File: config.mk
export PLATFORM = sky130hd
export DESIGN_NAME = g1_hazard_scoreboard
export DESIGN_NICKNAME = d
export VERILOG_FILES = /design/src/rtl/g1_hazard_scoreboard.sv
export SDC_FILE = /design/constraint.sdc
export NUM_CORES = 1
export LEC_CHECK = 0
export BUFFER_PORTS_ARGS = -buffer_cell sky130_fd_sc_hd__buf_4
export CORE_MARGIN = 1.5
export CORE_UTILIZATION = 25
export CTS_CLUSTER_DIAMETER = 60
export DETAILED_ROUTE_END_ITERATION = 16
export GPL_TIMING_DRIVEN = 0
export PLACE_DENSITY = 0.49
export SETUP_SLACK_MARGIN = 0.4
export SYNTH_ARGS = -nofsm -noshare
export SYNTH_HDL_FRONTEND = slang
export SYNTH_SLANG_ARGS = --single-unit
File: constraint.sdc
create_clock -name clk -period 5.86 [get_ports clk]
set_clock_uncertainty 0.15 [all_clocks]
set_input_delay 1.172 -clock clk [delete_from_list [all_inputs] [get_ports clk]]
set_output_delay 1.172 -clock clk [all_outputs]
set_load 0.02 [all_outputs]
File: src/rtl/g1_hazard_scoreboard.sv
// rtl/g1_hazard_scoreboard.sv - RAW hazard scoreboard with stall, IF flush and bypass selects
//
// Purpose:
//   Tracks destination registers of instructions in flight behind ID in a
//   DEPTH-deep shadow pipeline (stage 1 = EXE ... stage DEPTH = WB) and
//   resolves read-after-write hazards for the instruction currently in ID.
//
// Build option:
//   G1_HAZ_FORWARD_EN  defined   -> bypass from the youngest matching stage,
//                                   stall only on loads not yet bypassable.
//                      undefined -> any in-flight match stalls, no bypass.
//
// Ports:
//   clk, rst                 clock, synchronous active-high reset
//   id_valid                 ID holds a real instruction
//   id_src1/_used            operand 1 register and read flag
//   id_src2/_used            operand 2 register and read flag
//   id_dest, id_wb_en        destination register and write-back flag
//   id_mem_r_en              instruction in ID is a load
//   br_taken                 branch resolved taken in ID
//   stall                    freeze PC and IF/ID, bubble into EXE
//   issue                    id_valid & ~stall
//   flush_if                 clear IF/ID
//   fwd_sel1, fwd_sel2       0 = register file, k = stage-k result bus
//   stall_cycles             saturating count of stalled cycles

module g1_hazard_scoreboard #(
    parameter int REG_ADDR_W = 4,
    parameter int DEPTH      = 3,
    parameter int LOAD_READY = 2,
    parameter int R0_ZERO    = 1,
    parameter int CNT_W      = 16,
    localparam int SEL_W     = $clog2(DEPTH + 1)
) (
    input  logic                  clk,
    input  logic                  rst,
    input  logic                  id_valid,
    input  logic [REG_ADDR_W-1:0] id_src1,
    input  logic                  id_src1_used,
    input  logic [REG_ADDR_W-1:0] id_src2,
    input  logic                  id_src2_used,
    input  logic [REG_ADDR_W-1:0] id_dest,
    input  logic                  id_wb_en,
    input  logic                  id_mem_r_en,
    input  logic                  br_taken,
    output logic                  stall,
    output logic                  issue,
    output logic                  flush_if,
    output logic [SEL_W-1:0]      fwd_sel1,
    output logic [SEL_W-1:0]      fwd_sel2,
    output logic [CNT_W-1:0]      stall_cycles
);

`ifdef G1_HAZ_FORWARD_EN
    localparam bit FWD_EN = 1'b1;
`else
    localparam bit FWD_EN = 1'b0;
`endif

    // Shadow pipeline state, index k = stage k after ID.
    logic [DEPTH:1]          v_q, v_d;
    logic [DEPTH:1]          wb_q, wb_d;
    logic [DEPTH:1]          ld_q, ld_d;
    logic [REG_ADDR_W-1:0]   dest_q [1:DEPTH];
    logic [REG_ADDR_W-1:0]   dest_d [1:DEPTH];
    logic [CNT_W-1:0]        cnt_q, cnt_d;

    // Per-operand resolution results.
    logic                    hit1, hit2;
    logic                    ld_haz1, ld_haz2;
    logic [SEL_W-1:0]        sel1, sel2;
    logic                    src1_zero, src2_zero;
    logic                    op_stall1, op_stall2;

    assign src1_zero = (R0_ZERO != 0) && (id_src1 == '0);
    assign src2_zero = (R0_ZERO != 0) && (id_src2 == '0);

    // Scan oldest to youngest so the youngest (lowest k) match overwrites
    // any older one and ends up as the winner.
    always_comb begin
        hit1    = 1'b0;
        hit2    = 1'b0;
        ld_haz1 = 1'b0;
        ld_haz2 = 1'b0;
        sel1    = '0;
        sel2    = '0;
        for (int k = DEPTH; k >= 1; k--) begin
            if (v_q[k] && wb_q[k] && (dest_q[k] == id_src1) && id_src1_used && !src1_zero) begin
                hit1    = 1'b1;
                sel1    = SEL_W'(k);
                ld_haz1 = ld_q[k] && (k < LOAD_READY);
            end
            if (v_q[k] && wb_q[k] && (dest_q[k] == id_src2) && id_src2_used && !src2_zero) begin
                hit2    = 1'b1;
                sel2    = SEL_W'(k);
                ld_haz2 = ld_q[k] && (k < LOAD_READY);
            end
        end
    end

    // With bypass only a too-young load blocks; without it any match must
    // wait for the producer to reach the register file.
    assign op_stall1 = FWD_EN ? ld_haz1 : hit1;
    assign op_stall2 = FWD_EN ? ld_haz2 : hit2;

    assign stall        = id_valid & (op_stall1 | op_stall2);
    assign issue        = id_valid & ~stall;
    assign flush_if     = br_taken & id_valid & ~stall;
    assign fwd_sel1     = FWD_EN ? sel1 : '0;
    assign fwd_sel2     = FWD_EN ? sel2 : '0;
    assign stall_cycles = cnt_q;

    // Stage 1 takes the issuing instruction or a bubble; older stages
    // always advance since nothing past ID ever freezes.
    always_comb begin
        v_d       = '0;
        wb_d      = '0;
        ld_d      = '0;
        dest_d    = dest_q;
        v_d[1]    = issue;
        wb_d[1]   = id_wb_en;
        ld_d[1]   = id_mem_r_en;
        dest_d[1] = id_dest;
        for (int k = 2; k <= DEPTH; k++) begin
            v_d[k]    = v_q[k-1];
            wb_d[k]   = wb_q[k-1];
            ld_d[k]   = ld_q[k-1];
            dest_d[k] = dest_q[k-1];
        end
    end

    always_comb begin
        cnt_d = cnt_q;
        if (stall && !(&cnt_q)) begin
            cnt_d = cnt_q + CNT_W'(1);
        end
    end

    always_ff @(posedge clk) begin
        if (rst) begin
            v_q   <= '0;
            wb_q  <= '0;
            ld_q  <= '0;
            cnt_q <= '0;
        end else begin
            v_q   <= v_d;
            wb_q  <= wb_d;
            ld_q  <= ld_d;
            cnt_q <= cnt_d;
        end
    end

    // Destination fields are qualified by v_q, so they need no reset.
    always_ff @(posedge clk) begin
        dest_q <= dest_d;
    end

endmodule

==> summary.log, run 1 <==
qor: status.run_status finished clean
qor: global_routing.grt_max_degree 13
qor: die.area_of_the_core_region 0.00603 mm2
qor: power.sequential_fraction_of_design_power 0.530
qor: power.internal-power 343 uW
qor: die.fp.dieArea 0.00682 mm2
qor: route.highest-signal-layer met4
qor: global_routing.wire_length_of_the_first_global_routing_pass 6040 um
qor: placement.dpl.cell_count 282
qor: clock_network.cts.path.max_buffers 2
qor: sta.fin_hold_ws 244 ps
qor: global_routing.overflow 0
qor: global_routing.grt_antenna_before_repair 0
qor: layout.insertedDiodeCount 0
qor: sta.setup_violations 0
qor: logic_synthesis.synth_area 0.00158 mm2
qor: setup_path.crit_type in2out
qor: logic_synthesis.ys_seq_elements 34
qor: clock_network.cts-root-buf clkbuf_8
qor: logic_synthesis.yosys.cell_count.top_type dfxtp_1
qor: hold_path.worstHoldPathType reg2reg
qor: route.routed_via_count_divided_by_cell_count 4.71
qor: setup_path.timing.critical_path.to_type output port
qor: clock_network.tritoncts_clock_tree built
qor: route.drtAntennaViolNets 0
qor: logic_synthesis.synth_ff_type dfxtp_1
qor: route.initialDrtViolationCount 72
qor: setup_path.cp_data_arrival_time 3200 ps
qor: die.ios 43
qor: logic_synthesis.synthesis.yosys.warnings 0
qor: layout.share_of_layout_cells_above_drive_strength_1 0.274
qor: die.core.rowCount 28
qor: logic_synthesis.synth_top_area_frac 0.430
qor: sta.timing.final.crit_share 0.771
qor: power.power.ir.vdd_worst 114 uV
qor: sta.post_route_setup_tns 0 ps
qor: route.detail_route.wirelength.met1 1780 um
qor: sta.timing.final.max_slew_violations 0
qor: setup_path.timing.critical_path.cells buf_4, o41ai_1, nor4_1, nand4_1, nand3_2, nor2_1, and3_1, buf_4
qor: clock_network.cts.htree.levels 2
qor: sta.worst_tran_pin_value 629 ps
qor: route.wl_per_cell 12.8 um
qor: setup_path.critical_path.startpoint id_src2[0]
qor: setup_path.timing.critical_path.depth 8
qor: sta.achievable-frequency 221 MHz
qor: placement.gp_congestion 0.769
qor: power.clock_power_share 0.377
qor: sta.number_of_hold_slack_violations_in_the_final_timing_report 0
qor: clock_network.cts.reportedPaths.clkPinSlew 70 ps
qor: setup_path.critical_path.n_buffers_inverters 2
qor: setup_path.cpMaxStageDelayCell o41ai_1
qor: setup_path.critPathTopFamily simple AND/OR/NAND/NOR gates
qor: setup_path.regToRegEndpoint stall_cycles[1]
qor: clock_network.post_cts_hold_buffer_count 0
qor: setup_path.critPathMaxStageDelay 630 ps
qor: die.starting_density 0.263
qor: job.max_cap_viol_count 0
qor: route.drc 0
qor: setup_path.crit_fanout 9
qor: route.vias_after_detailed_routing 1365
qor: setup_path.critical_path.most_common_cell buf_4
qor: layout.finish.utilization 0.341
qor: die.die-height 82.6 um
qor: sta.final.setup.worst_slack 1340 ps
qor: sta.rsz0062_at_grt no
qor: power.switchingPower 114 uW
qor: logic_synthesis.number_of_synthesized_flops_with_an_enable_pin 0
qor: logic_synthesis.syn_area_per_cell 9.49 um2
qor: logic_synthesis.synth.lib_cells_used.distinct 40
qor: clock_network.postCtsResizedCells 0
qor: logic_synthesis.netlist.top_cell.by_area dfxtp_1
qor: layout.final_cell_count_no_fill 290
qor: hold_path.timing.hold.worst.start dest_d[7]
qor: setup_path.cp-endpoint flush_if
qor: setup_path.ff2ff_path_depth 9
qor: clock_network.insertion_delay_to_the_later_sink_of_the_worst_skew_pair 290 ps
qor: logic_synthesis.synth_sequential_area_ratio 0.430
qor: route.metal2_wl 1650 um
qor: layout.syn_to_final_growth 29.9%
qor: power.part_of_the_power_in_combinational_logic 0.093
qor: sta.period_needed 4520 ps
qor: global_routing.global_route.usage.total 0.120
qor: setup_path.worst-r2r-setup-slack 3190 ps
qor: logic_synthesis.ys_top_cells_by_area dfxtp_1 43%, xnor2_1 7.7%, xor2_1 6.1%
qor: setup_path.worstSetupStartpointType input pin
qor: logic_synthesis.synth-async-reset-ratio 0
qor: placement.dpl_worst_slack 1310 ps
qor: global_routing.first_global_vias 1226
qor: power.power_leakage 0.000777 uW
qor: power.power.share.switching 0.249
qor: setup_path.cp_data_required_time 4540 ps
qor: route.wl_met3 195 um
qor: logic_synthesis.yosys-top-cells-count 34 x dfxtp_1, 14 x xnor2_1, 11 x xor2_1
qor: route.detailedRoute.firstPassIterationCount 4
qor: setup_path.regToRegStartpoint stall_cycles[2]
qor: clock_network.cts_made_buffers 5
qor: clock_network.postCtsSetupBuffers 0
qor: power.power_density 222 mW/mm2
qor: logic_synthesis.postSynthCellCount 167
qor: placement.detailed_placement_hpwl 2790 um
qor: clock_network.cts.sinks 34
qor: sta.slew_headroom 0.575
qor: layout.fin_nets 235
qor: die.die_x 82.6 um
qor: placement.buffer_ports.inserted 37
qor: route.totalWireLength 3710 um
## kinds of logic (layout without fill, tap and decap cells)
group	count (synthesis)	after routing	share of synthesized area
buf+inv	10	55	0.0403
other cells	1	4	0.00237
fa+ha+maj	1	1	0.00790
flops	34	34	0.430
mux	2	2	0.0134
compound gates	30	30	0.126
simple gates	64	64	0.242
xor+xnor	25	25	0.138
## state kept, by name, indices dropped and copies added, names as in the netlist
register / flops
wb_q: 3
dest_d: 8
stall_cycles: 16
dest_q: 4
v_q: 3
## how the worst min path moves through the flow
stage | end | depth (start not counted) | slack (ps)
3_3_place_gp | dest_d[3] | 0 | 230
3_5_place_dp | dest_q[3] | 0 | 230
5_1_grt | dest_d[1] | 0 | 260
4_1_cts | dest_d[3] | 0 | 250
2_1_floorplan | dest_d[2] | 0 | 220
6_report | dest_d[3] | 0 | 240
## power groups by stage
stage | Combinational (uW) | Sequential, uW | Clock, uW
6_report | 42.6 | 242 | 172
5_1_grt | 47.1 | 243 | 192
4_1_cts | 43.2 | 242 | 180
3_5_place_dp | 43.1 | 248 | 0
3_3_place_gp | 43.4 | 247 | 0
2_1_floorplan | 24.1 | 247 | 0
## final cells by class
type | instances | area [um2]
timing repair buffer | 37 | 278
tap | 75 | 93.8
clock inverter | 3 | 21.3
buffer | 8 | 56.3
sequential | 34 | 681
multi-input combinational | 126 | 851
inverter | 2 | 7.51
fill | 634 | 3970
clock buffer | 5 | 68.8
## per-layer routing
| metal | up-vias | track usage |
|---|---|---|
| met2 | 38 | 0.173 |
| met4 | 0 | 0.0617 |
| li1 | 700 | - |
| met3 | 7 | 0.0308 |
| met1 | 620 | 0.164 |
| met5 | - | 0 |
## per-stage QoR
stage               power, uW  instance area [um2]
CTS                       465                 2060
detailed placement        291                 1970
global route              482                 2060
finish                    457                 2060
floorplan                 271                 1600
global placement          291                 1970
## placed cells by master, fill, tap and decap left out, types with 2 or more instances in the layout
cell type,n
a21oi_1,10
and2_1,2
buf_4,42
clkbuf_1,2
clkbuf_8,5
conb_1,4
dfxtp_1,34
inv_1,2
nand2_1,6
nand3_1,8
nand4_1,8
nor2_1,6
nor2b_1,8
nor3_1,4
nor4_1,2
o21ai_0,4
o21ba_2,2
o31ai_1,7
o41ai_1,2
or3_1,4
or4_1,7
xnor2_1,14
xor2_1,11
Note: power is estimated with default switching activity, not from simulation.
==> run 2, diff against run 1 <==
- PLACE_DENSITY: 0.49 -> 0.51
- clock period: 5.86 -> 3.8 ns (I/O delays scaled with it)
==> run 2 against run 1 <==
Compared with the run above:
- first-iteration DRC count fell by 46%
- combinational power rose by 58%
- utilization rose by 0.58 points
- count of clock-buffer cells in the layout rose by 3
- sequential power rose by 54%
- critical path depth did not move
- critical path type unchanged
- die area did not move
- clock power rose by 81%
- highest routed layer unchanged
==> summary.log, run 2 (synthesis results as in run 1) <==
qor: status.run_status finished clean
qor: sta.slew_headroom 0.567
qor: global_routing.overflow 0
qor: route.drc 0
qor: power.internal-power 584 uW
qor: sta.worst_tran_pin_value 645 ps
qor: layout.insertedDiodeCount 0
qor: setup_path.critPathTopFamily simple AND/OR/NAND/NOR gates
qor: hold_path.capture_endpoint_of_the_worst_hold_path dest_q[3]
qor: clock_network.postCtsSetupBuffers 0
qor: setup_path.crit_fanout 9
qor: power.part_of_the_power_in_combinational_logic 0.090
qor: global_routing.first_global_vias 1240
qor: layout.layout.cells.most_common_list 42 x buf_4, 34 x dfxtp_1, 14 x xnor2_1
qor: route.detailedRoute.firstPassIterationCount 4
qor: power.power.share.switching 0.223
qor: placement.buffer_ports.inserted 37
qor: power.sequential_fraction_of_design_power 0.496
qor: route.routed_via_count_divided_by_cell_count 4.62
qor: sta.timing.final.crit_share 0.855
qor: clock_network.insertion_delay_to_the_later_sink_of_the_worst_skew_pair 280 ps
qor: sta.number_of_hold_slack_violations_in_the_final_timing_report 0
qor: route.vias_after_detailed_routing 1340
qor: setup_path.critical_path.most_common_cell buf_4
qor: layout.fin_nets 235
qor: power.power_leakage 0.000797 uW
qor: die.ios 43
qor: setup_path.ff2ff_path_depth 9
qor: power.power_density 360 mW/mm2
qor: global_routing.grt_max_degree 11
qor: sta.timing.final.max_slew_violations 0
qor: setup_path.worstSetupStartpointType input pin
qor: power.clock_power_share 0.414
qor: hold_path.worstHoldPathType reg2reg
qor: clock_network.cts.path.max_buffers 2
qor: route.totalWireLength 3640 um
qor: setup_path.timing.critical_path.cells buf_4, o41ai_2, nor4_1, nand4_1, nand3_2, nor2_4, and2_1, buf_4
qor: layout.most_common_library_cell_in_the_layout_ignoring_fill_and_taps buf_4
qor: global_routing.grt_antenna_before_repair 0
qor: layout.share_of_layout_cells_above_drive_strength_1 0.284
qor: clock_network.cts.sinks 34
qor: setup_path.crit_type in2out
qor: route.wl_per_cell 12.6 um
qor: die.area_of_the_core_region 0.00603 mm2
qor: power.totalPowerFinal 752 uW
qor: placement.gp_congestion 0.762
qor: sta.period_needed 3250 ps
qor: clock_network.cts.reportedPaths.clkPinSlew 70 ps
qor: sta.rsz0062_at_grt no
qor: die.die-height 82.6 um
qor: power.power.ir.vdd_worst 124 uV
qor: global_routing.global_route.usage.total 0.118
qor: hold_path.timing.hold.worst.start dest_d[3]
qor: layout.max_reg_flops 16
qor: setup_path.regToRegStartpoint stall_cycles[2]
qor: clock_network.cts.htree.levels 2
qor: layout.syn_to_final_growth 32.1%
qor: setup_path.regToRegEndpoint stall_cycles[1]
qor: sta.achievable-frequency 308 MHz
qor: sta.post_route_setup_tns 0 ps
qor: setup_path.cp_data_required_time 2890 ps
qor: route.drtAntennaViolNets 0
qor: setup_path.worst-r2r-setup-slack 1160 ps
qor: placement.detailed_placement_hpwl 2790 um
qor: clock_network.cts_made_buffers 5
qor: global_routing.wire_length_of_the_first_global_routing_pass 5940 um
qor: die.core.rowCount 28
qor: die.die_x 82.6 um
qor: route.initialDrtViolationCount 39
qor: setup_path.cp_data_arrival_time 2340 ps
qor: setup_path.cpMaxStageDelayCell o41ai_2
qor: clock_network.post_cts_hold_buffer_count 0
qor: setup_path.timing.critical_path.to_type output port
qor: sta.fin_hold_ws 242 ps
qor: die.fp.dieArea 0.00682 mm2
qor: sta.setup_violations 0
qor: job.max_cap_viol_count 0
qor: hold_path.hold_path_depth 0
qor: die.starting_density 0.263
qor: power.switchingPower 168 uW
qor: setup_path.critical_path.n_buffers_inverters 2
qor: clock_network.cts-root-buf clkbuf_8
qor: setup_path.critPathMaxStageDelay 510 ps
qor: clock_network.tritoncts_clock_tree built
## run 2: power by group through the flow
stage               Sequential [uW]  Clock (uW)  Combinational [uW]
finish                          373         311                67.4
global route                    374         336                74.6
global placement                381           0                66.8
detailed placement              382           0                67.4
CTS                             373         320                68.3
floorplan                       380           0                37.2
## run 2: worst max path at each step
| stage | start | endpoint | slack [ps] | depth (start not counted) |
|---|---|---|---|---|
| 6_report | id_src2[0] | issue | 550 | 8 |
| 3_5_place_dp | id_src2[0] | issue | 80 | 8 |
| 2_1_floorplan | id_src2[0] | flush_if | 720 | 6 |
| 3_3_place_gp | id_src2[0] | issue | 50 | 8 |
| 4_1_cts | id_src2[0] | issue | 440 | 8 |
| 5_1_grt | id_src2[0] | stall | 430 | 8 |
## run 2: timing repair
action	4_1_cts	5_1_grt
pin swaps	0	0
setup endpoints to repair	3	2
gates resized for setup	2	1
gates cloned	0	0
hold endpoints to repair	0	0
## run 2: cell type report
cell class,instances,area (um2)
Sequential cell,34,681
Fill cell,657,3930
Tap cell,75,93.8
Clock buffer,8,110
Buffer,8,56.3
Timing Repair Buffer,37,278
Multi-Input combinational cell,126,866
Inverter,2,7.51
## run 2: layer usage
metal / vias to the layer above / track usage / part of all wire
li1: 697 / - / -
met1: 605 / 0.153 / 0.49
met2: 34 / 0.177 / 0.45
met3: 4 / 0.0341 / 0.046
met4: 0 / 0.0600 / 0.013
met5: - / 0 / 0
## run 2: per-stage QoR
step / worst slack (ps) / util / std cells / area (um2)
3_3_place_gp: 50.9 / 0.326 / 282 / 1970
4_1_cts: 445 / 0.346 / 290 / 2090
2_1_floorplan: 721 / - / 170 / 1600
3_5_place_dp: 79.8 / 0.326 / 282 / 1970
6_report: 551 / 0.347 / 290 / 2090
5_1_grt: 430 / 0.347 / 290 / 2090
==> run 3, diff against run 2 <==
- CORE_UTILIZATION: 25 -> 39
- PLACE_DENSITY: 0.51 -> 0.7
==> run 3 against run 2 <==
Compared with the run above:
- setup slack got worse by 10 ps
- via count increased by 0.60%
- sequential cell count unchanged
- global-route usage increased by 5.7 points
- first-iteration DRC count increased to 2.5 times the previous value
- sequential power about the same
- wire length decreased by 6.0%
- die area decreased by 35%
- power increased by 3.3%
- sequential share of layout area increased by 0.47 points
- register-to-register slack about the same
==> summary.log, run 3 (synthesis results as in run 1) <==
qor: status.run_status finished clean
qor: setup_path.worstSetupStartpointType input pin
qor: power.internal-power 596 uW
qor: clock_network.insertion_delay_to_the_later_sink_of_the_worst_skew_pair 290 ps
qor: power.power.ir.vdd_worst 250 uV
qor: sta.achievable-frequency 307 MHz
qor: power.power.share.switching 0.233
qor: clock_network.postCtsSetupBuffers 0
qor: setup_path.cp_data_required_time 2890 ps
qor: sta.period_needed 3260 ps
qor: route.drtAntennaViolNets 0
qor: global_routing.grt_antenna_before_repair 0
qor: clock_network.cts.path.max_buffers 2
qor: placement.detailed_placement_hpwl 2490 um
qor: sta.timing.final.max_slew_violations 0
qor: setup_path.timing.critical_path.to_type output port
qor: setup_path.cp_data_arrival_time 2350 ps
qor: power.power_density 377 mW/mm2
qor: setup_path.regToRegStartpoint stall_cycles[2]
qor: hold_path.timing.hold.worst.start dest_d[4]
qor: placement.dpl.cell_count 255
qor: layout.most_common_library_cell_in_the_layout_ignoring_fill_and_taps buf_4
qor: layout.syn_to_final_growth 30.2%
qor: setup_path.cpMaxStageDelayCell o41ai_2
qor: clock_network.cts_made_buffers 5
qor: die.core.rowCount 22
qor: placement.dpl_worst_slack 107 ps
qor: global_routing.wire_length_of_the_first_global_routing_pass 5780 um
qor: die.die_x 66.7 um
qor: route.drc 0
qor: job.max_cap_viol_count 0
qor: clock_network.cts.reportedPaths.clkPinSlew 80 ps
qor: die.fp.dieArea 0.00445 mm2
qor: layout.final_cell_count_no_fill 263
qor: route.wl_per_cell 13.0 um
qor: sta.slew_headroom 0.556
qor: layout.max_reg_flops 16
qor: clock_network.cts.htree.levels 2
qor: power.power_leakage 0.000790 uW
qor: layout.layout.filler_cells 338
qor: die.ios 43
qor: die.die-height 66.7 um
qor: sta.number_of_hold_slack_violations_in_the_final_timing_report 0
qor: layout.layout_cell_area_excl_fill 0.00206 mm2
qor: setup_path.critPathTopFamily simple AND/OR/NAND/NOR gates
qor: setup_path.crit_fanout 9
qor: clock_network.tritoncts_clock_tree built
qor: placement.buffer_ports.inserted 37
qor: sta.rsz0062_at_grt no
qor: die.area_of_the_core_region 0.00377 mm2
qor: global_routing.grt_max_degree 13
qor: sta.timing.final.crit_share 0.858
qor: placement.gp_congestion 0.866
qor: placement.postPlaceCellArea 0.00193 mm2
qor: hold_path.worstHoldPathType reg2reg
qor: setup_path.critical_path.n_buffers_inverters 2
qor: clock_network.cts-root-buf clkbuf_8
qor: global_routing.first_global_vias 1198
qor: route.detailedRoute.firstPassIterationCount 4
qor: layout.share_of_layout_cells_above_drive_strength_1 0.284
qor: setup_path.timing.critical_path.cells buf_4, o41ai_2, nor4_1, nand4_1, nand3_2, nor2_4, and3_1, buf_4
qor: layout.layout.cells.most_common_list 42 x buf_4, 34 x dfxtp_1, 14 x xnor2_1
qor: power.part_of_the_power_in_combinational_logic 0.086
qor: layout.finish.utilization 0.547
qor: route.vias_after_detailed_routing 1348
qor: route.totalWireLength 3420 um
qor: global_routing.global_route.usage.total 0.175
qor: layout.fin_nets 235
qor: clock_network.cts.sinks 34
qor: route.initialDrtViolationCount 98
qor: layout.insertedDiodeCount 0
qor: sta.setup_violations 0
qor: die.starting_density 0.420
qor: global_routing.overflow 0
qor: setup_path.critPathMaxStageDelay 500 ps
qor: setup_path.critical_path.startpoint id_src2[0]
qor: power.switchingPower 181 uW
qor: route.routed_via_count_divided_by_cell_count 5.13
qor: power.clock_power_share 0.434
qor: power.sequential_fraction_of_design_power 0.481
qor: setup_path.critical_path.most_common_cell buf_4
qor: setup_path.crit_type in2out
qor: sta.post_route_setup_tns 0 ps
qor: sta.worst_tran_pin_value 661 ps
qor: sta.final.setup.worst_slack 541 ps
[run 3: cell types whose count changed in the layout (fill, tap and decap cells not counted), sizes merged]
| cell | before | now |
|---|---|---|
| clkbuf | 10 | 7 |
| bufinv | 0 | 1 |
| clkinvlp | 0 | 2 |
[run 3: path summary, 6_finish.rpt]
| check | slack [ps] | cells after the start | to |
|---|---|---|---|
| max | 540 | 8 | flush_if |
| min | 240 | 0 | dest_d[0] |
| max reg2reg | 1160 | 9 | stall_cycles[1] |
| min reg2reg | 240 | 0 | dest_d[0] |
[run 3: area by class of cell]
class | count | area (um2) | area share
Timing Repair Buffer | 37 | 278 | 0.135
Sequential cell | 34 | 681 | 0.330
Buffer | 8 | 56.3 | 0.0273
Clock inverter | 3 | 45.0 | 0.0218
Multi-Input combinational cell | 126 | 866 | 0.420
Inverter | 2 | 7.51 | 0.00364
Clock buffer | 5 | 68.8 | 0.0334
Tap cell | 48 | 60.1 | 0.0291
[run 3: metrics by stage]
stage	total power (uW)	hold slack [ps]
floorplan	417	224
global placement	446	231
detailed placement	447	233
CTS	781	245
global route	803	257
finish	777	243
[run 3: power by group through the flow]
stage / combinational, uW / clock (uW) / sequential, uW
floorplan: 37.2 / 0 / 380
global placement: 65.1 / 0 / 381
detailed placement: 65.8 / 0 / 382
CTS: 66.8 / 341 / 373
global route: 71.9 / 357 / 375
finish: 66.5 / 337 / 373
[run 3: timing repair]
action / 4_1_cts / 5_1_grt
hold buffers: 0 / 0
endpoints found under the setup margin: 3 / 2
gates resized for setup: 2 / 1
[run 3: worst register-to-register path, stage by stage (launching register included)]
cell and delay [ps]:
dfxtp_1 440, and4_1 270, nand3_1 210, nor3_1 610, nor2b_1 130, o21ai_2 120
buf_6 160, buf_4 180, mux2i_1 200, nor2_1 50
[run 3: routing by layer]
layer / GRT usage / part of all wire
met1: 0.243 / 0.51
met2: 0.248 / 0.43
met3: 0.0507 / 0.046
met4: 0.0765 / 0.018
met5: 0 / 0
